==> config.mk <==
export PLATFORM = sky130hd
export DESIGN_NAME = gcd32_dispatch
export DESIGN_NICKNAME = d
export VERILOG_FILES = /design/src/rtl/gcd32_dispatch.sv
export SDC_FILE = /design/constraint.sdc
export NUM_CORES = 1
export LEC_CHECK = 0
export BUFFER_PORTS_ARGS = -buffer_cell sky130_fd_sc_hd__buf_2
export CAP_MARGIN = 10
export CORE_MARGIN = 10
export CORE_UTILIZATION = 40
export DETAILED_ROUTE_END_ITERATION = 7
export PLACE_DENSITY = 0.68
export SYNTH_ARGS = -nofsm -noshare
export SYNTH_HDL_FRONTEND = slang
export SYNTH_SLANG_ARGS = --single-unit
==> constraint.sdc <==
create_clock -name clk -period 11.3 [get_ports clk]
set_input_delay 0.565 -clock clk [delete_from_list [all_inputs] [get_ports clk]]
set_output_delay 0.565 -clock clk [all_outputs]
set_load 0.005 [all_outputs]
==> src/rtl/gcd32_dispatch.sv <==
// gcd32_fifo: generic first-word-fall-through FIFO, DEPTH entries of WIDTH bits.
// Latency: a push is visible on rdat/empty one edge later; pop takes effect at the edge.
// Backpressure: full blocks further pushes, and a pop in the same cycle does not clear full.
module gcd32_fifo #(
    parameter int WIDTH = 64,
    parameter int DEPTH = 4
) (
    input  logic             clk,
    input  logic             reset,
    input  logic             push,
    input  logic [WIDTH-1:0] wdat,
    input  logic             pop,
    output logic [WIDTH-1:0] rdat,
    output logic             full,
    output logic             empty
);
    localparam int AW = $clog2(DEPTH);

    logic [WIDTH-1:0] mem [DEPTH];
    logic [AW:0]      wr_ptr;
    logic [AW:0]      rd_ptr;
    logic             do_push;
    logic             do_pop;

    assign empty   = (wr_ptr == rd_ptr);
    assign full    = (wr_ptr[AW] != rd_ptr[AW]) && (wr_ptr[AW-1:0] == rd_ptr[AW-1:0]);
    assign do_push = push && !full;
    assign do_pop  = pop && !empty;
    assign rdat    = mem[rd_ptr[AW-1:0]];

    always_ff @(posedge clk or posedge reset) begin
        if (reset) begin
            wr_ptr <= '0;
            rd_ptr <= '0;
            for (int i = 0; i < DEPTH; i++) mem[i] <= '0;
        end else begin
            if (do_push) begin
                mem[wr_ptr[AW-1:0]] <= wdat;
                wr_ptr              <= wr_ptr + 1'b1;
            end
            if (do_pop) rd_ptr <= rd_ptr + 1'b1;
        end
    end
endmodule

// gcd32_dispatch: queues operand pairs, issues them one at a time to a GCD core, returns results.
// Latency: 3 edges push-to-out_valid when the core answers at once; 1 edge for zero operands.
// Backpressure: out_ready low holds RESULT and stalls the core path; in_ready drops when FIFO full.
module gcd32_dispatch #(
    parameter int DEPTH   = 4,
    parameter int TIMEOUT = 4096
) (
    input  logic        clk,
    input  logic        reset,
    input  logic        in_valid,
    input  logic [31:0] in_x,
    input  logic [31:0] in_y,
    output logic        in_ready,
    output logic [31:0] core_x,
    output logic [31:0] core_y,
    output logic        core_start,
    input  logic        core_done,
    input  logic [31:0] core_gcd,
    output logic        out_valid,
    output logic [31:0] out_x,
    output logic [31:0] out_y,
    output logic [31:0] out_gcd,
    output logic        out_err,
    input  logic        out_ready,
    output logic        busy,
    output logic [15:0] job_count
);
    localparam int TW = $clog2(TIMEOUT);

    typedef struct packed {
        logic [31:0] x;
        logic [31:0] y;
    } pair_t;

    typedef enum logic [1:0] {S_IDLE, S_START, S_WAIT, S_RESULT} state_t;

    state_t        state;
    state_t        state_nxt;
    pair_t         in_pair;
    pair_t         head;
    logic          fifo_full;
    logic          fifo_empty;
    logic          pop_head;
    logic          head_zero;
    logic          timeout_hit;
    logic [31:0]   x_reg;
    logic [31:0]   y_reg;
    logic [31:0]   gcd_reg;
    logic          err_reg;
    logic [TW-1:0] timer;

    assign in_pair = '{x: in_x, y: in_y};

    gcd32_fifo #(.WIDTH($bits(pair_t)), .DEPTH(DEPTH)) u_fifo (
        .clk   (clk),
        .reset (reset),
        .push  (in_valid),
        .wdat  (in_pair),
        .pop   (pop_head),
        .rdat  (head),
        .full  (fifo_full),
        .empty (fifo_empty)
    );

    // Gate with reset so the producer never sees ready while state is being cleared.
    assign in_ready    = !fifo_full && !reset;
    assign head_zero   = (head.x == 32'd0) || (head.y == 32'd0);
    assign timeout_hit = (timer == TW'(TIMEOUT - 1));

    always_ff @(posedge clk or posedge reset) begin
        if (reset) state <= S_IDLE;
        else       state <= state_nxt;
    end

    always_comb begin
        state_nxt = state;
        case (state)
            S_IDLE:   if (!fifo_empty) state_nxt = head_zero ? S_RESULT : S_START;
            S_START:  state_nxt = S_WAIT;
            S_WAIT:   if (core_done || timeout_hit) state_nxt = S_RESULT;
            S_RESULT: if (out_ready) state_nxt = S_IDLE;
            default:  state_nxt = S_IDLE;
        endcase
    end

    always_comb begin
        pop_head   = 1'b0;
        core_start = 1'b0;
        out_valid  = 1'b0;
        case (state)
            S_IDLE:   pop_head   = !fifo_empty;
            S_START:  core_start = 1'b1;
            S_RESULT: out_valid  = 1'b1;
            default:  ;
        endcase
    end

    always_ff @(posedge clk or posedge reset) begin
        if (reset) begin
            x_reg     <= '0;
            y_reg     <= '0;
            gcd_reg   <= '0;
            err_reg   <= 1'b0;
            timer     <= '0;
            job_count <= '0;
        end else begin
            if (pop_head) begin
                x_reg <= head.x;
                y_reg <= head.y;
                if (head_zero) begin
                    gcd_reg <= head.x | head.y;
                    err_reg <= 1'b0;
                end
            end
            if (state == S_START) begin
                timer <= '0;
            end else if (state == S_WAIT) begin
                timer <= timer + TW'(1);
                if (core_done) begin
                    gcd_reg <= core_gcd;
                    err_reg <= 1'b0;
                end else if (timeout_hit) begin
                    gcd_reg <= '0;
                    err_reg <= 1'b1;
                end
            end
            if (out_valid && out_ready) job_count <= job_count + 16'd1;
        end
    end

    assign core_x  = x_reg;
    assign core_y  = y_reg;
    assign out_x   = x_reg;
    assign out_y   = y_reg;
    assign out_gcd = gcd_reg;
    assign out_err = err_reg;
    assign busy    = (state != S_IDLE) || !fifo_empty;
endmodule
* Word level (Yosys, flattened, before mapping)
Index checks and enable logic that the tools add are counted.
** Storage, ports and cells
- Register bits :: 389
- Input bits :: 101
- Output and inout bits :: 181
** Operators by class
- Add/subtract/negate cells :: 4
- $lt $le $gt $ge :: 3
- Equality and inequality tests :: 10
- Multiplexer cells :: 28
- Bitwise gates (word level) :: 3
- Reduce and logical (&&, ||, !) cells :: 18
** Operator list (number)
- 256-bit bitwise mux :: 1
- 32-bit two-way mux :: 6
- 64-bit two-way mux :: 3
- 64-bit binary-select mux with 2-bit select :: 1
- 64-bit demux with 2-bit select :: 1
- 32-bit logical NOT :: 2
- 32-bit bitwise OR :: 1
- 12-bit two-way mux :: 2
- 16-bit by 1-bit adder with 16-bit output, second input constant :: 1
- 12-bit by 1-bit adder with 12-bit output, second input constant :: 1
- 12-bit equality test, second input constant :: 1
- 1-bit two-way mux :: 9
- 2-bit two-way mux :: 4
- 2-bit case mux with 4 select lines :: 1
- 3-bit by 1-bit adder with 3-bit output, second input constant :: 2
- 3-bit >= comparator, second input constant :: 2
- 1-bit logical AND :: 6
- 2-bit inequality test, second input constant :: 3
- 2-bit NOT with 3-bit output :: 2
- 2-bit equality test, second input constant :: 2
- 2-bit nonzero test :: 2
- 3-bit equality test :: 1
- 1-bit logical NOT :: 3
- 1-bit logical OR :: 3
- 6 further kinds :: 6

* Logic depth before layout (Yosys ltp)
Gate-level depths: netlist of run 1.
- Depth in word-level cells :: 12
- Mapped depth :: 10
- Depth with buffers taken out :: 7

* Cells and area by module
Synthesis of run 1 repeated with hierarchy kept, for this count alone.
** Second synthesis, totals
- Cell total of the unflattened synthesis :: 1355
- Area, all modules :: 18509.0 sq um
** By module, submodules not included
- gcd32_fifo :: times used 1, cells an instance 665, area each 12084.1 sq um
- gcd32_dispatch :: times used 1, cells an instance 690, area each 6424.9 sq um

* Worst setup path after synthesis of run 1
No wires, ideal clock.
- Path kind :: register to register
- Start point :: register u_fifo.rd_ptr[1]
- End point :: register gcd_reg[10], in the netlist out_gcd[10]
- Data arrival time :: 2525 ps
- Required time :: 11173 ps
- Path slack :: 8647 ps
- Stages on the path, launching flop included :: 10
- Path buffers :: 3
- Cell sequence :: dfrtp_1 -> buf_1 -> clkbuf_1 -> mux4_2 -> nor4_1 -> nand4_1 -> o22a_1 -> buf_2 -> o41ai_1 -> o21ai_1
** On the way
- Longest elaborated chain between the ends :: 12
** Ends and longest elaborated chain
- start: declaration :: RTL line 21 : logic [AW:0] rd_ptr;
- start signal: assignment :: RTL line 41 : if (do_pop) rd_ptr <= rd_ptr + 1'b1;
- 2-bit NOT with 3-bit output (implied by the code) :: RTL line 29 : assign rdat = mem[rd_ptr[AW-1:0]];
- 64-bit binary-select mux with 2-bit select :: RTL line 29
- 64-bit two-way mux (implied by the code) (2 in series) :: RTL line 29
- 32-bit logical NOT :: RTL line 112 : assign head_zero = (head.x == 32'd0) || (head.y == 32'd0);
- 1-bit logical OR :: RTL line 112
- 32-bit two-way mux :: RTL line 155 : if (head_zero) begin
- 32-bit two-way mux * :: RTL line 152 : if (pop_head) begin
- 32-bit two-way mux :: RTL line 167 : end else if (timeout_hit) begin
- 32-bit two-way mux :: RTL line 164 : if (core_done) begin
- 32-bit two-way mux :: RTL line 162 : end else if (state == S_WAIT) begin
- 32-bit two-way mux * :: RTL line 160 : if (state == S_START) begin
- end signal: assignment :: RTL line 156 : gcd_reg <= head.x | head.y;
- end signal: assignment :: RTL line 165 : gcd_reg <= core_gcd;
- end: declaration :: RTL line 93 : logic [31:0] gcd_reg;
Mark *: on every way between the ends. The rest lies on a longest branch, timed or not. The select of a mux whose other input is x is not followed.
A chain may end at the register's enable or synchronous reset.

* Final worst setup path of run 1
- Start point :: register u_fifo.rd_ptr[0]
- End point :: register gcd_reg[17], in the netlist out_gcd[17]
The elaborated chain is that of the path after synthesis.

==> reports/metrics.json, run 1 <==
{
  "outcome": {"value": "completed"},
  "post_drt_via_cell_ratio": {"value": 5.44},
  "die_h": {"value": 229, "unit": "um"},
  "yosysSeqAreaShare": {"value": 55.6, "unit": "%"},
  "worst_ep_arrival_time": {"value": 4.82, "unit": "ns"},
  "worst_hold_path_type": {"value": "in2async"},
  "initial_core_util": {"value": 40.5, "unit": "%"},
  "fillCellCount": {"value": 3932},
  "design.die.area": {"value": 0.0525, "unit": "mm2"},
  "synthMostInstantiatedCell": {"value": "sky130_fd_sc_hd__dfrtp_1"},
  "drv_cap": {"value": 0},
  "fmax": {"value": 230, "unit": "MHz"},
  "reg2reg_depth": {"value": 7},
  "nets": {"value": 1642},
  "io_pins": {"value": 282},
  "final.min_clock_period": {"value": 4.36, "unit": "ns"},
  "placedInstanceArea": {"value": 0.0190, "unit": "mm2"},
  "critical_path_class": {"value": "reg2reg"},
  "post_cts_buffers": {"value": 0},
  "gp_congestion": {"value": 0.793},
  "powerDensity": {"value": 327, "unit": "mW/mm2"},
  "synth-seq-cells": {"value": 389},
  "fin_skew": {"value": 0.0205, "unit": "ns"},
  "die_width": {"value": 229, "unit": "um"},
  "worstPathMaxFanout": {"value": 36},
  "worst_skew_pair.late_latency": {"value": 0.55, "unit": "ns"},
  "synth_common_cells": {"value": "389 x sky130_fd_sc_hd__dfrtp_1, 257 x sky130_fd_sc_hd__mux2_2, 250 x sky130_fd_sc_hd__nand2_1"},
  "dr.first_iter.drc_count": {"value": 911},
  "crit-reg2reg-capture": {"value": "out_gcd[17]"},
  "crit_required": {"value": 11.76, "unit": "ns"},
  "wl_per_cell": {"value": 23.4, "unit": "um"},
  "syn_to_final_growth": {"value": 16.3, "unit": "%"},
  "htree_num_levels": {"value": 2},
  "reg2reg_slack": {"value": 6.94, "unit": "ns"},
  "worst_pin_slew": {"value": 1.16, "unit": "ns"},
  "clock_sink_count": {"value": 389},
  "layout.cell_area.non_filler": {"value": 0.0203, "unit": "mm2"},
  "ant_nets": {"value": 0},
  "grt_remaining_overflow": {"value": 0},
  "tritoncts.num_buffers": {"value": 42},
  "timing.final.setup_violations": {"value": 0},
  "grt_first_pass_wirelength": {"value": 75.7, "unit": "mm"},
  "cts.hold.buffers_added": {"value": 0},
  "yosysWarnings": {"value": 0},
  "start_point_of_the_critical_path": {"value": "u_fifo.rd_ptr[0]"},
  "final.setup.tns": {"value": 0, "unit": "ns"},
  "cell_types_with_the_largest_area_share_after_synthesis": {"value": "sky130_fd_sc_hd__dfrtp_1 56%, sky130_fd_sc_hd__mux2_2 17%, sky130_fd_sc_hd__mux4_2 8.2%"},
  "fin_crit_sh": {"value": 38.5, "unit": "%"},
  "synth.top_cell.area_share": {"value": 55.6, "unit": "%"},
  "drt_first_pass_iters": {"value": 5},
  "worst_ir_drop_vdd": {"value": 0.263, "unit": "mV"},
  "power.static_leakage": {"value": 9.46, "unit": "nW"},
  "postSynth.topFlopCell": {"value": "sky130_fd_sc_hd__dfrtp_1"},
  "post_synth_num_cell_types": {"value": 39},
  "rsz_0062_raised_after_global_routing": {"value": "no"},
  "dp_hpwl": {"value": 34.1, "unit": "mm"},
  "clock-root-buffer": {"value": "sky130_fd_sc_hd__clkbuf_16"},
  "count_of_port_buffers_added_during_placement": {"value": 281},
  "critical_path.endpoint_type": {"value": "register"},
  "synth_enable_flop_cells": {"value": 0},
  "drv_slew": {"value": 0},
  "synth_largest_area_cell": {"value": "sky130_fd_sc_hd__dfrtp_1"},
  "post_synth_inst_count": {"value": 1334},
  "post_cts.resized_instances": {"value": 0},
  "cts_tree": {"value": "built"},
  "grt_use_total": {"value": 18.5, "unit": "%"},
  "first_global_vias": {"value": 12062},
  "syn-mean-instance-area": {"value": 13.1, "unit": "um2"},
  "worst_setup_hold_path_clk_slew": {"value": 0.06, "unit": "ns"},
  "async_reset_ff_share": {"value": 100, "unit": "%"},
  "report.final.hold_viol_count": {"value": 0},
  "max-slew-margin-rel": {"value": 22.9, "unit": "%"},
  "dr_total_vias": {"value": 11683},
  "antenna_found_initial": {"value": 12},
  "fp.coreArea": {"value": 0.0432, "unit": "mm2"},
  "floorplan.rows": {"value": 76},
  "syn_nets": {"value": 1446},
  "largest_net_degree_at_the_start_of_global_routing": {"value": 196},
  "drive_above_1_share": {"value": 45.6, "unit": "%"},
  "buffer_levels_on_the_longest_clock_path": {"value": 3},
  "mappedNetlistArea": {"value": 0.0175, "unit": "mm2"},
  "worst_r2r_startpoint": {"value": "u_fifo.rd_ptr[0]"},
  "drt-total-wl": {"value": 50.2, "unit": "mm"},
  "route.detailed.drc": {"value": 0},
  "worst_setup_path_start_kind": {"value": "register"}
}
cells in the final DEF (no fill, tap or decap), drive strengths merged, types with 15 or more instances in the layout:
master / netlist / routed
dfrtp: 389 / 389
o21ai: 42 / 42
buf: 91 / 290
mux2: 257 / 257
nor2: 15 / 15
nor4: 18 / 18
mux4: 64 / 64
a21oi: 36 / 36
xnor2: 16 / 16
o41ai: 32 / 32
clkbuf: 47 / 61
nand2: 250 / 250
metal layers:
metal / vias to the layer above / share of wire (%) / global-route usage (%)
met3: 83 / 7.2 / 4.28
met1: 6057 / 42 / 24.1
met2: 459 / 49 / 30.8
li1: 5078 / - / -
met4: 6 / 2.1 / 4.51
met5: - / 0.070 / 0
final cells by class:
cell class	count	area (um2)	area share, %
clock inverter	13	93.8	0.461
clock buffer	61	1260	6.17
multi-input combinational	797	6990	34.4
tap	585	732	3.60
antenna	1	2.50	0.0123
sequential	389	9740	47.9
timing repair buffer	290	1490	7.31
inverter	10	41.3	0.203
where the power goes:
part | leakage (nW) | internal [mW] | total [mW] | switching [mW]
Combinational | 4.05 | 1.29 | 2.80 | 1.51
Clock | 0.677 | 0.793 | 1.35 | 0.556
Sequential | 4.73 | 2.07 | 2.51 | 0.438
Total | 9.46 | 4.15 | 6.65 | 2.50
through the flow:
step / instances / util (%) / setup WS (ns) / hold slack (ns) / total power, mW
after detailed placement: 2071 / 44.0 / 6.90 / 0.479 / 5.35
after global routing: 2145 / 47.1 / 6.61 / 0.155 / 7.03
after global placement: 2071 / 44.0 / 6.93 / 0.461 / 5.26
final: 2146 / 47.1 / 6.94 / 0.108 / 6.65
after floorplan: 1334 / - / 5.50 / 0.464 / 4.39
after CTS: 2145 / 47.1 / 6.90 / 0.116 / 6.71
critical path, stage by stage (launching register included):
cell	delay [ns]
sky130_fd_sc_hd__dfrtp_4	0.87
sky130_fd_sc_hd__buf_4	0.71
sky130_fd_sc_hd__mux4_2	0.64
sky130_fd_sc_hd__nor4_1	0.48
sky130_fd_sc_hd__nand4_1	0.29
sky130_fd_sc_hd__o22ai_4	0.88
sky130_fd_sc_hd__a21oi_1	0.20
sky130_fd_sc_hd__o21ai_1	0.18
cell families (layout without fill, tap and decap cells):
| group | count (synthesis) | after routing | synth area share [%] |
|---|---|---|---|
| buffers and inverters | 148 | 374 | 4.76 |
| AO/OA/AOI/OAI | 118 | 118 | 5.06 |
| other | 0 | 1 | 0 |
| adder cells (fa/ha/maj) | 11 | 11 | 0.786 |
| multiplexers | 323 | 323 | 24.9 |
| AND/OR/NAND/NOR | 318 | 318 | 7.53 |
| flip-flops | 389 | 389 | 55.6 |
| XOR/XNOR | 27 | 27 | 1.35 |
worst max path at each step:
stage                     cells past startpoint     endpoint
after floorplan                               1    core_x[0]
after global placement                        7   out_gcd[2]
after detailed placement                      7  out_gcd[31]
after CTS                                     7   out_gcd[7]
after global routing                          7  out_gcd[31]
final                                         7  out_gcd[17]
flip-flops by register name, indices dropped and copies added, names as in the netlist, 2 cells and up:
register       count
core_x            32
core_y            32
job_count         16
out_gcd           32
state              2
timer             12
u_fifo.mem       256
u_fifo.rd_ptr      3
u_fifo.wr_ptr      3
Note: power is estimated with default switching activity, not from simulation.
==> inputs of run 2 (changes only) <==
--- a/config.mk
+++ b/config.mk
@@ -5,12 +5,13 @@
 export SDC_FILE = /design/constraint.sdc
 export NUM_CORES = 1
 export LEC_CHECK = 0
+export ABC_AREA = 1
 export BUFFER_PORTS_ARGS = -buffer_cell sky130_fd_sc_hd__buf_2
 export CAP_MARGIN = 10
 export CORE_MARGIN = 10
 export CORE_UTILIZATION = 40
 export DETAILED_ROUTE_END_ITERATION = 7
-export PLACE_DENSITY = 0.68
+export PLACE_DENSITY = 0.66
 export SYNTH_ARGS = -nofsm -noshare
 export SYNTH_HDL_FRONTEND = slang
 export SYNTH_SLANG_ARGS = --single-unit
==> constraint.sdc (replaced) <==
create_clock -name clk -period 4.5 [get_ports clk]
set_input_delay 0.225 -clock clk [delete_from_list [all_inputs] [get_ports clk]]
set_output_delay 0.225 -clock clk [all_outputs]
set_load 0.005 [all_outputs]
==> reports/metrics.json, run 2 <==
{
  "place_inst": {"value": 2898, "change": "+40%"},
  "max-slew-margin-rel": {"value": 25.6, "unit": "%", "change": "+2.6 points"},
  "synth.top_cell.area_share": {"value": 54.5, "unit": "%", "change": "-1.1 points"},
  "grt_remaining_overflow": {"value": 0, "change": "unchanged"},
  "post_drt_via_cell_ratio": {"value": 5.08, "change": "-6.6%"},
  "placedInstanceArea": {"value": 0.0192, "unit": "mm2", "change": "+1.3%"},
  "critPathCapture": {"value": "out_err"},
  "syn_nets": {"value": 2305, "change": "+59%"},
  "die_width": {"value": 231, "unit": "um", "change": "+0.93%"},
  "worst_ir_drop_vdd": {"value": 0.538, "unit": "mV", "change": "+100%"},
  "worst_pin_slew": {"value": 1.12, "unit": "ns", "change": "-0.0395 ns"},
  "postSynth.topFlopCell": {"value": "sky130_fd_sc_hd__dfrtp_1"},
  "floorplan.rows": {"value": 77, "change": "+1.3%"},
  "mappedNetlistArea": {"value": 0.0179, "unit": "mm2", "change": "+2.0%"},
  "layout.cell_area.non_filler": {"value": 0.0208, "unit": "mm2", "change": "+2.4%"},
  "buffer_levels_on_the_longest_clock_path": {"value": 3, "change": "unchanged"},
  "fp.coreArea": {"value": 0.0442, "unit": "mm2", "change": "+2.4%"},
  "drive_above_1_share": {"value": 15.5, "unit": "%", "change": "-30 points"},
  "synth_common_cells": {"value": "848 x sky130_fd_sc_hd__nand2_1, 389 x sky130_fd_sc_hd__dfrtp_1, 297 x sky130_fd_sc_hd__o21ai_0"},
  "worst_ep_arrival_time": {"value": 3.68, "unit": "ns", "change": "-1.14 ns"},
  "initial_core_util": {"value": 40.4, "unit": "%", "change": "-0.16 points"},
  "synthMostInstantiatedCell": {"value": "sky130_fd_sc_hd__nand2_1"},
  "final_core_density": {"value": 47.1, "unit": "%", "change": "about the same"},
  "dr_total_vias": {"value": 15263, "change": "+31%"},
  "count_of_port_buffers_added_during_placement": {"value": 281, "change": "unchanged"},
  "clock-root-buffer": {"value": "sky130_fd_sc_hd__clkbuf_16"},
  "powerDensity": {"value": 764, "unit": "mW/mm2", "change": "+130%"},
  "route.detailed.drc": {"value": 0, "change": "unchanged"},
  "outcome": {"value": "completed"},
  "largest_net_degree_at_the_start_of_global_routing": {"value": 185, "change": "-5.6%"},
  "dr.first_iter.drc_count": {"value": 1257, "change": "+38%"},
  "gp_congestion": {"value": 0.813, "change": "+2.5%"},
  "crit-reg2reg-capture": {"value": "out_err"},
  "drv_cap": {"value": 0, "change": "unchanged"},
  "reg2reg_depth": {"value": 13, "change": "+6"},
  "syn_to_final_growth": {"value": 16.7, "unit": "%"},
  "synth_enable_flop_cells": {"value": 0, "change": "unchanged"},
  "largest_register_ff_count": {"value": 256, "change": "unchanged"},
  "post_synth_inst_count": {"value": 2193, "change": "+64%"},
  "reg2reg_slack": {"value": 1.20, "unit": "ns", "change": "-5.74 ns"},
  "worstPathMaxFanout": {"value": 34, "change": "-5.6%"},
  "final_critical_path_setup_slack": {"value": 1.20, "unit": "ns", "change": "-5.74 ns"},
  "register_with_the_highest_flop_count": {"value": "u_fifo.mem"},
  "yosysWarnings": {"value": 0, "change": "unchanged"},
  "worst_setup_path_start_kind": {"value": "register"},
  "fin_cells": {"value": 3002, "change": "+40%"},
  "post_cts_buffers": {"value": 0, "change": "unchanged"},
  "cell_types_with_the_largest_area_share_after_synthesis": {"value": "sky130_fd_sc_hd__dfrtp_1 55%, sky130_fd_sc_hd__nand2_1 18%, sky130_fd_sc_hd__o21ai_0 8.3%"},
  "antenna_found_initial": {"value": 1, "change": "-11"},
  "antenna_cells": {"value": 0, "change": "-1"},
  "critical_path_class": {"value": "reg2reg"},
  "power.static_leakage": {"value": 10.7, "unit": "nW", "change": "+13%"},
  "first_global_vias": {"value": 15095, "change": "+25%"},
  "synth_largest_area_cell": {"value": "sky130_fd_sc_hd__dfrtp_1"},
  "rsz_0062_raised_after_global_routing": {"value": "no"},
  "worst_skew_pair.late_latency": {"value": 0.54, "unit": "ns", "change": "about the same"},
  "fin_skew": {"value": 0.0135, "unit": "ns", "change": "-0.00699 ns"},
  "worst_hold_path_type": {"value": "in2reg"},
  "report.final.hold_viol_count": {"value": 0, "change": "unchanged"},
  "final.min_clock_period": {"value": 3.30, "unit": "ns", "change": "-1.06 ns"},
  "nets": {"value": 2497, "change": "+52%"},
  "worst_r2r_startpoint": {"value": "u_fifo.rd_ptr[1]"},
  "post_cts.resized_instances": {"value": 0, "change": "unchanged"},
  "wl_per_cell": {"value": 18.1, "unit": "um", "change": "-23%"},
  "synth-seq-cells": {"value": 389, "change": "unchanged"},
  "clock_sink_count": {"value": 389, "change": "unchanged"},
  "design.die.area": {"value": 0.0535, "unit": "mm2", "change": "+1.9%"},
  "critical_path.endpoint_type": {"value": "register"},
  "async_reset_ff_share": {"value": 100, "unit": "%", "change": "unchanged"},
  "worst_setup_hold_path_clk_slew": {"value": 0.06, "unit": "ns", "change": "about the same"},
  "drv_slew": {"value": 0, "change": "unchanged"},
  "total_power": {"value": 15.9, "unit": "mW", "change": "+140%"},
  "post_synth_num_cell_types": {"value": 25, "change": "-36%"},
  "final.setup.tns": {"value": 0, "unit": "ns", "change": "unchanged"},
  "io_pins": {"value": 282, "change": "unchanged"},
  "start_point_of_the_critical_path": {"value": "u_fifo.rd_ptr[1]"},
  "drt_first_pass_iters": {"value": 6, "change": "+1"},
  "most_frequent_cells_in_the_layout": {"value": "843 x sky130_fd_sc_hd__nand2_1, 387 x sky130_fd_sc_hd__dfrtp_1, 297 x sky130_fd_sc_hd__o21ai_0, 281 x sky130_fd_sc_hd__buf_2, 142 x sky130_fd_sc_hd__nand3_1"},
  "grt_use_total": {"value": 20.0, "unit": "%", "change": "+1.4 points"},
  "tritoncts.num_buffers": {"value": 40, "change": "-4.8%"},
  "dp_hpwl": {"value": 37.1, "unit": "mm", "change": "+9.0%"},
  "ant_nets": {"value": 0, "change": "unchanged"},
  "die_h": {"value": 231, "unit": "um", "change": "+0.93%"},
  "htree_num_levels": {"value": 2, "change": "unchanged"},
  "fmax": {"value": 303, "unit": "MHz", "change": "+32%"},
  "yosysSeqAreaShare": {"value": 54.5, "unit": "%", "change": "-1.1 points"},
  "grt_first_pass_wirelength": {"value": 86.3, "unit": "mm", "change": "+14%"},
  "drt-total-wl": {"value": 54.4, "unit": "mm", "change": "+8.3%"},
  "cts_tree": {"value": "built"},
  "hold-worst-slack": {"value": 0.0105, "unit": "ns", "change": "-0.0976 ns"},
  "dp_worst_setup_slack": {"value": 1.21, "unit": "ns", "change": "-5.68 ns"},
  "hold_start": {"value": "in_x[21]"},
  "timing.final.setup_violations": {"value": 0, "change": "unchanged"},
  "fin_crit_sh": {"value": 73.3, "unit": "%", "change": "+35 points"},
  "syn-mean-instance-area": {"value": 8.14, "unit": "um2", "change": "-38%"},
  "layout.cells.most_common": {"value": "sky130_fd_sc_hd__nand2_1"},
  "crit_required": {"value": 4.88, "unit": "ns", "change": "-6.88 ns"}
}
run 2: cell types whose count changed in the layout (fill, tap and decap cells not counted), moves of 21 or more:
cell	previous run	this run
sky130_fd_sc_hd__inv_1	9	132
sky130_fd_sc_hd__mux2_2	257	1
sky130_fd_sc_hd__nand3_1	8	142
sky130_fd_sc_hd__o21ai_1	34	0
sky130_fd_sc_hd__mux4_2	64	0
sky130_fd_sc_hd__a21oi_1	36	73
sky130_fd_sc_hd__o21ai_0	8	297
sky130_fd_sc_hd__nand2_1	245	843
sky130_fd_sc_hd__dlygate4sd3_1	0	37
sky130_fd_sc_hd__o21a_1	0	32
sky130_fd_sc_hd__nor2_1	15	36
run 2: final cells by class:
class,count,area [um2]
fillers,4273,23400
flip-flops and latches,389,9740
multi-input cells,1480,6620
repair buffers,338,1990
clock buffers,59,1160
well taps,592,741
inverters,136,517
clock inverters,8,65.1
run 2: layer usage:
layer | wire (um) | track usage (%) | part of all wire, % | vias to the layer above
met5 | 7 | 0 | 0.013 | -
met4 | 1650 | 6.84 | 3.0 | 2
met3 | 3650 | 3.48 | 6.7 | 81
met2 | 25200 | 31.9 | 46 | 494
met1 | 23900 | 26.9 | 44 | 7391
li1 | - | - | - | 7295
run 2: repair_timing:
item | 4_1_cts | 5_1_grt
endpoints found under the hold margin | 87 | 0
endpoints found under the setup margin | 0 | 0
hold buffers | 37 | 0
run 2: cells by family after synthesis:
kind of cell,after synthesis,synth area share [%]
adder cells (fa/ha/maj),11,0.771
flip-flops,389,54.5
XOR/XNOR,20,0.981
multiplexers,1,0.0631
buffers and inverters,324,8.72
AO/OA/AOI/OAI,407,11.9
AND/OR/NAND/NOR,1041,23.0
run 2: worst min-delay path by stage:
stage                      endpoint  slack, ns  cells past startpoint
detailed placement       out_gcd[7]       0.43                      3
CTS                  u_fifo.mem[64]     0.0007                      3
finish              u_fifo.mem[117]       0.01                      3
global placement         out_gcd[1]       0.43                      3
floorplan                out_gcd[0]       0.34                      2
global route        u_fifo.mem[128]       0.02                      3
run 2: critical path: stages (launching register included):
cell and delay [ns]:
sky130_fd_sc_hd__dfrtp_2 0.59, sky130_fd_sc_hd__inv_2 0.12, sky130_fd_sc_hd__buf_4 0.43, sky130_fd_sc_hd__nand3_1 0.15, sky130_fd_sc_hd__nand2_1 0.27, sky130_fd_sc_hd__nand2_1 0.10, sky130_fd_sc_hd__nor2_1 0.10, sky130_fd_sc_hd__nand2_1 0.12
sky130_fd_sc_hd__nor2_1 0.24, sky130_fd_sc_hd__nand2_1 0.12, sky130_fd_sc_hd__nand2_2 0.10, sky130_fd_sc_hd__nand2_2 0.43, sky130_fd_sc_hd__nand2_1 0.22, sky130_fd_sc_hd__a21oi_1 0.08
run 2: report_power, final:
part           internal [mW]  switching (mW)  leakage, nW
clock network           1.84            1.35        0.610
logic                   2.32            4.34         5.24
registers               5.08           0.998         4.84
total                   9.24            6.69         10.7
==> inputs of run 3 (changes only) <==
--- a/config.mk
+++ b/config.mk
@@ -5,13 +5,13 @@
 export SDC_FILE = /design/constraint.sdc
 export NUM_CORES = 1
 export LEC_CHECK = 0
-export ABC_AREA = 1
+export ABC_AREA = 0
 export BUFFER_PORTS_ARGS = -buffer_cell sky130_fd_sc_hd__buf_2
 export CAP_MARGIN = 10
 export CORE_MARGIN = 10
 export CORE_UTILIZATION = 40
 export DETAILED_ROUTE_END_ITERATION = 7
-export PLACE_DENSITY = 0.66
+export PLACE_DENSITY = 0.68
 export SYNTH_ARGS = -nofsm -noshare
 export SYNTH_HDL_FRONTEND = slang
 export SYNTH_SLANG_ARGS = --single-unit
==> constraint.sdc (replaced) <==
create_clock -name clk -period 2.9 [get_ports clk]
set_input_delay 0.145 -clock clk [delete_from_list [all_inputs] [get_ports clk]]
set_output_delay 0.145 -clock clk [all_outputs]
set_load 0.005 [all_outputs]
==> reports/metrics.json, run 3 (synthesis gave the netlist of run 1 again) <==
{
  "clock_sink_count": {"value": 389, "change": "unchanged"},
  "timing.critical_path.buf_inv": {"value": 4, "change": "+2"},
  "dp_hpwl": {"value": 37.2, "unit": "mm", "change": "+0.16%"},
  "crit_path_frequent_cell": {"value": "sky130_fd_sc_hd__buf_12"},
  "timing.critical_path.max_delay_family": {"value": "buffers and inverters"},
  "final-seq-area": {"value": 0.00974, "unit": "mm2", "change": "about the same"},
  "grtUsageMet2": {"value": 33.0, "unit": "%", "change": "+1.1 points"},
  "outcome": {"value": "complete, but fails checks"},
  "grt_remaining_overflow": {"value": 0, "change": "unchanged"},
  "critical_path.endpoint_type": {"value": "register"},
  "timing.critical_path.slowest_cell_delay": {"value": 0.55, "unit": "ns", "change": "-0.04 ns"},
  "global_route.usage.met3": {"value": 4.72, "unit": "%", "change": "+1.2 points"},
  "drt_first_pass_iters": {"value": 5, "change": "-1"},
  "fin_crit_sh": {"value": 100, "unit": "%", "change": "+27 points"},
  "tritoncts.num_buffers": {"value": 42, "change": "+5.0%"},
  "hold-worst-slack": {"value": 0.137, "unit": "ns", "change": "+0.127 ns"},
  "fin_skew": {"value": 0.0306, "unit": "ns", "change": "+0.0171 ns"},
  "post_drt_via_cell_ratio": {"value": 5.24, "change": "+3.0%"},
  "die_h": {"value": 229, "unit": "um", "change": "-0.92%"},
  "worst_ir_drop_vdd": {"value": 0.642, "unit": "mV", "change": "+19%"},
  "timing.final.setup_violations": {"value": 3, "change": "+3"},
  "clock-root-buffer": {"value": "sky130_fd_sc_hd__clkbuf_16"},
  "fp.coreArea": {"value": 0.0432, "unit": "mm2", "change": "-2.4%"},
  "design.die.area": {"value": 0.0525, "unit": "mm2", "change": "-1.8%"},
  "io_pins": {"value": 282, "change": "unchanged"},
  "rsz_0062_raised_after_global_routing": {"value": "yes"},
  "violations": {"value": "negative setup slack"},
  "crit_required": {"value": 3.36, "unit": "ns", "change": "-1.52 ns"},
  "initial_core_util": {"value": 40.5, "unit": "%", "change": "+0.16 points"},
  "drv_cap": {"value": 0, "change": "unchanged"},
  "drive_above_1_share": {"value": 47.7, "unit": "%", "change": "+32 points"},
  "worst_setup_path_start_kind": {"value": "register"},
  "first_global_vias": {"value": 13390, "change": "-11%"},
  "buffer_levels_on_the_longest_clock_path": {"value": 3, "change": "unchanged"},
  "fmax": {"value": 343, "unit": "MHz", "change": "+13%"},
  "route.detailed.drc": {"value": 0, "change": "unchanged"},
  "most_frequent_cells_in_the_layout": {"value": "387 x sky130_fd_sc_hd__dfrtp_1, 281 x sky130_fd_sc_hd__buf_2, 257 x sky130_fd_sc_hd__mux2_2, 245 x sky130_fd_sc_hd__nand2_1, 98 x sky130_fd_sc_hd__dlygate4sd3_1"},
  "max-slew-margin-rel": {"value": 42.4, "unit": "%", "change": "+17 points"},
  "htree_num_levels": {"value": 2, "change": "unchanged"},
  "final_core_density": {"value": 53.0, "unit": "%", "change": "+5.9 points"},
  "drv_slew": {"value": 0, "change": "unchanged"},
  "drt-total-wl": {"value": 52.5, "unit": "mm", "change": "-3.6%"},
  "grt_first_pass_wirelength": {"value": 80.9, "unit": "mm", "change": "-6.3%"},
  "wl_per_cell": {"value": 22.3, "unit": "um", "change": "+23%"},
  "dr.first_iter.drc_count": {"value": 909, "change": "-28%"},
  "nets": {"value": 1849, "change": "-26%"},
  "critical_path_class": {"value": "reg2reg"},
  "power.static_leakage": {"value": 10.7, "unit": "nW", "change": "+0.15%"},
  "grt_use_total": {"value": 19.6, "unit": "%", "change": "-0.34 points"},
  "dr_total_vias": {"value": 12337, "change": "-19%"},
  "final.setup.tns": {"value": -0.0244, "unit": "ns", "change": "-0.0244 ns"},
  "largest_register_ff_count": {"value": 256, "change": "unchanged"},
  "syn_to_final_growth": {"value": 30.7, "unit": "%"},
  "worst_ep_arrival_time": {"value": 3.37, "unit": "ns", "change": "-0.31 ns"},
  "fillCellCount": {"value": 3657, "change": "-14%"},
  "worst_skew_pair.late_latency": {"value": 0.58, "unit": "ns", "change": "+0.04 ns"},
  "cts_tree": {"value": "built"},
  "register_with_the_highest_flop_count": {"value": "u_fifo.mem"},
  "grt_busiest_layer": {"value": "met2"},
  "total_area_of_multi_input_combinational_cells": {"value": 0.00732, "unit": "mm2", "change": "+11%"},
  "die_width": {"value": 229, "unit": "um", "change": "-0.92%"},
  "final.min_clock_period": {"value": 2.91, "unit": "ns", "change": "-0.385 ns"},
  "worst_pin_slew": {"value": 0.862, "unit": "ns", "change": "-0.254 ns"},
  "layout.cells.most_common": {"value": "sky130_fd_sc_hd__dfrtp_1"},
  "count_of_port_buffers_added_during_placement": {"value": 281, "change": "unchanged"},
  "cpMaxStageDelayCell": {"value": "sky130_fd_sc_hd__dfrtp_4"},
  "worst_setup_hold_path_clk_slew": {"value": 0.06, "unit": "ns", "change": "about the same"},
  "report.final.hold_viol_count": {"value": 0, "change": "unchanged"},
  "antenna_found_initial": {"value": 3, "change": "+2"},
  "floorplan.rows": {"value": 76, "change": "-1.3%"},
  "total_power": {"value": 28.7, "unit": "mW", "change": "+80%"},
  "worst_hold_path_type": {"value": "in2reg"},
  "grtUsageMet1": {"value": 24.3, "unit": "%", "change": "-2.6 points"},
  "ant_nets": {"value": 0, "change": "unchanged"},
  "final_critical_path_setup_slack": {"value": -0.0126, "unit": "ns", "change": "-1.21 ns"},
  "worstPathMaxFanout": {"value": 16, "change": "-53%"},
  "gp_congestion": {"value": 0.822, "change": "+1.1%"},
  "largest_net_degree_at_the_start_of_global_routing": {"value": 98, "change": "-47%"},
  "cells_traversed_along_the_worst_timing_path": {"value": "buf_12 > mux4_2 > nor4_4 > buf_4 > nand4_1 > buf_6 > o22a_4 > buf_12 > o41ai_2 > o21ai_1"},
  "powerDensity": {"value": 1260, "unit": "mW/mm2", "change": "+64%"}
}
==> run 3: worst min-delay path: stages <==
cell	delay, ns
sky130_fd_sc_hd__buf_2	0.09
sky130_fd_sc_hd__o311ai_0	0.25
sky130_fd_sc_hd__nand2_1	0.13
sky130_fd_sc_hd__o21ai_1	0.06
==> run 3: cell type report <==
cell class,count,share of cell area (%)
antenna,3,0.0328
clock buffer,62,5.28
clock inverter,12,0.509
inverter,10,0.181
multi-input combinational,797,32.0
sequential,389,42.6
tap,585,3.20
timing repair buffer,497,16.2
==> run 3: path summary, 6_finish.rpt <==
kind	cells after the start	endpoint	from	slack [ns]
worst min register to register	1	job_count[15]	job_count[15]	0.48
min in group asynchronous	3	u_fifo.mem[251]	reset	0.32
max in group asynchronous	4	u_fifo.mem[227]	reset	1.56
worst min-delay path	4	state[1]	core_done	0.14
worst max register to register	10	out_gcd[20]	u_fifo.rd_ptr[0]	-0.01
worst max-delay path	10	out_gcd[20]	u_fifo.rd_ptr[0]	-0.01
==> run 3: metrics by stage <==
| stage | std cells | setup slack [ns] | instance area [um2] |
|---|---|---|---|
| 5_1_grt | 2354 | -0.104 | 22900 |
| 4_1_cts | 2350 | 0.00525 | 22700 |
| 2_1_floorplan | 1334 | -2.48 | 17500 |
| 3_3_place_gp | 2162 | -0.305 | 20000 |
| 3_5_place_dp | 2162 | -0.304 | 20000 |
| 6_report | 2355 | -0.0126 | 22900 |
==> run 3: per-layer routing <==
metal  vias up  wire length, um  part of all wire [%]
li1       5484                -                     -
met1      6396            21400                    41
met2       378            26200                    50
met3        77             3300                   6.3
met4         2             1530                   2.9
met5         -                7                 0.013
==> run 3: what timing repair did <==
item / 4_1_cts / 5_1_grt
gates cloned: 3 / 0
buffers inserted: 13 / 2
endpoints found under the setup margin: 34 / 37
hold buffers: 98 / 0
pin swaps: 3 / 3
gates resized for setup: 29 / 20
hold endpoints to repair: 316 / 0
==> run 3: power breakdown <==
part,internal [mW],switching [mW]
logic,6.87,7.03
clock network,2.98,2.22
registers,8.08,1.56
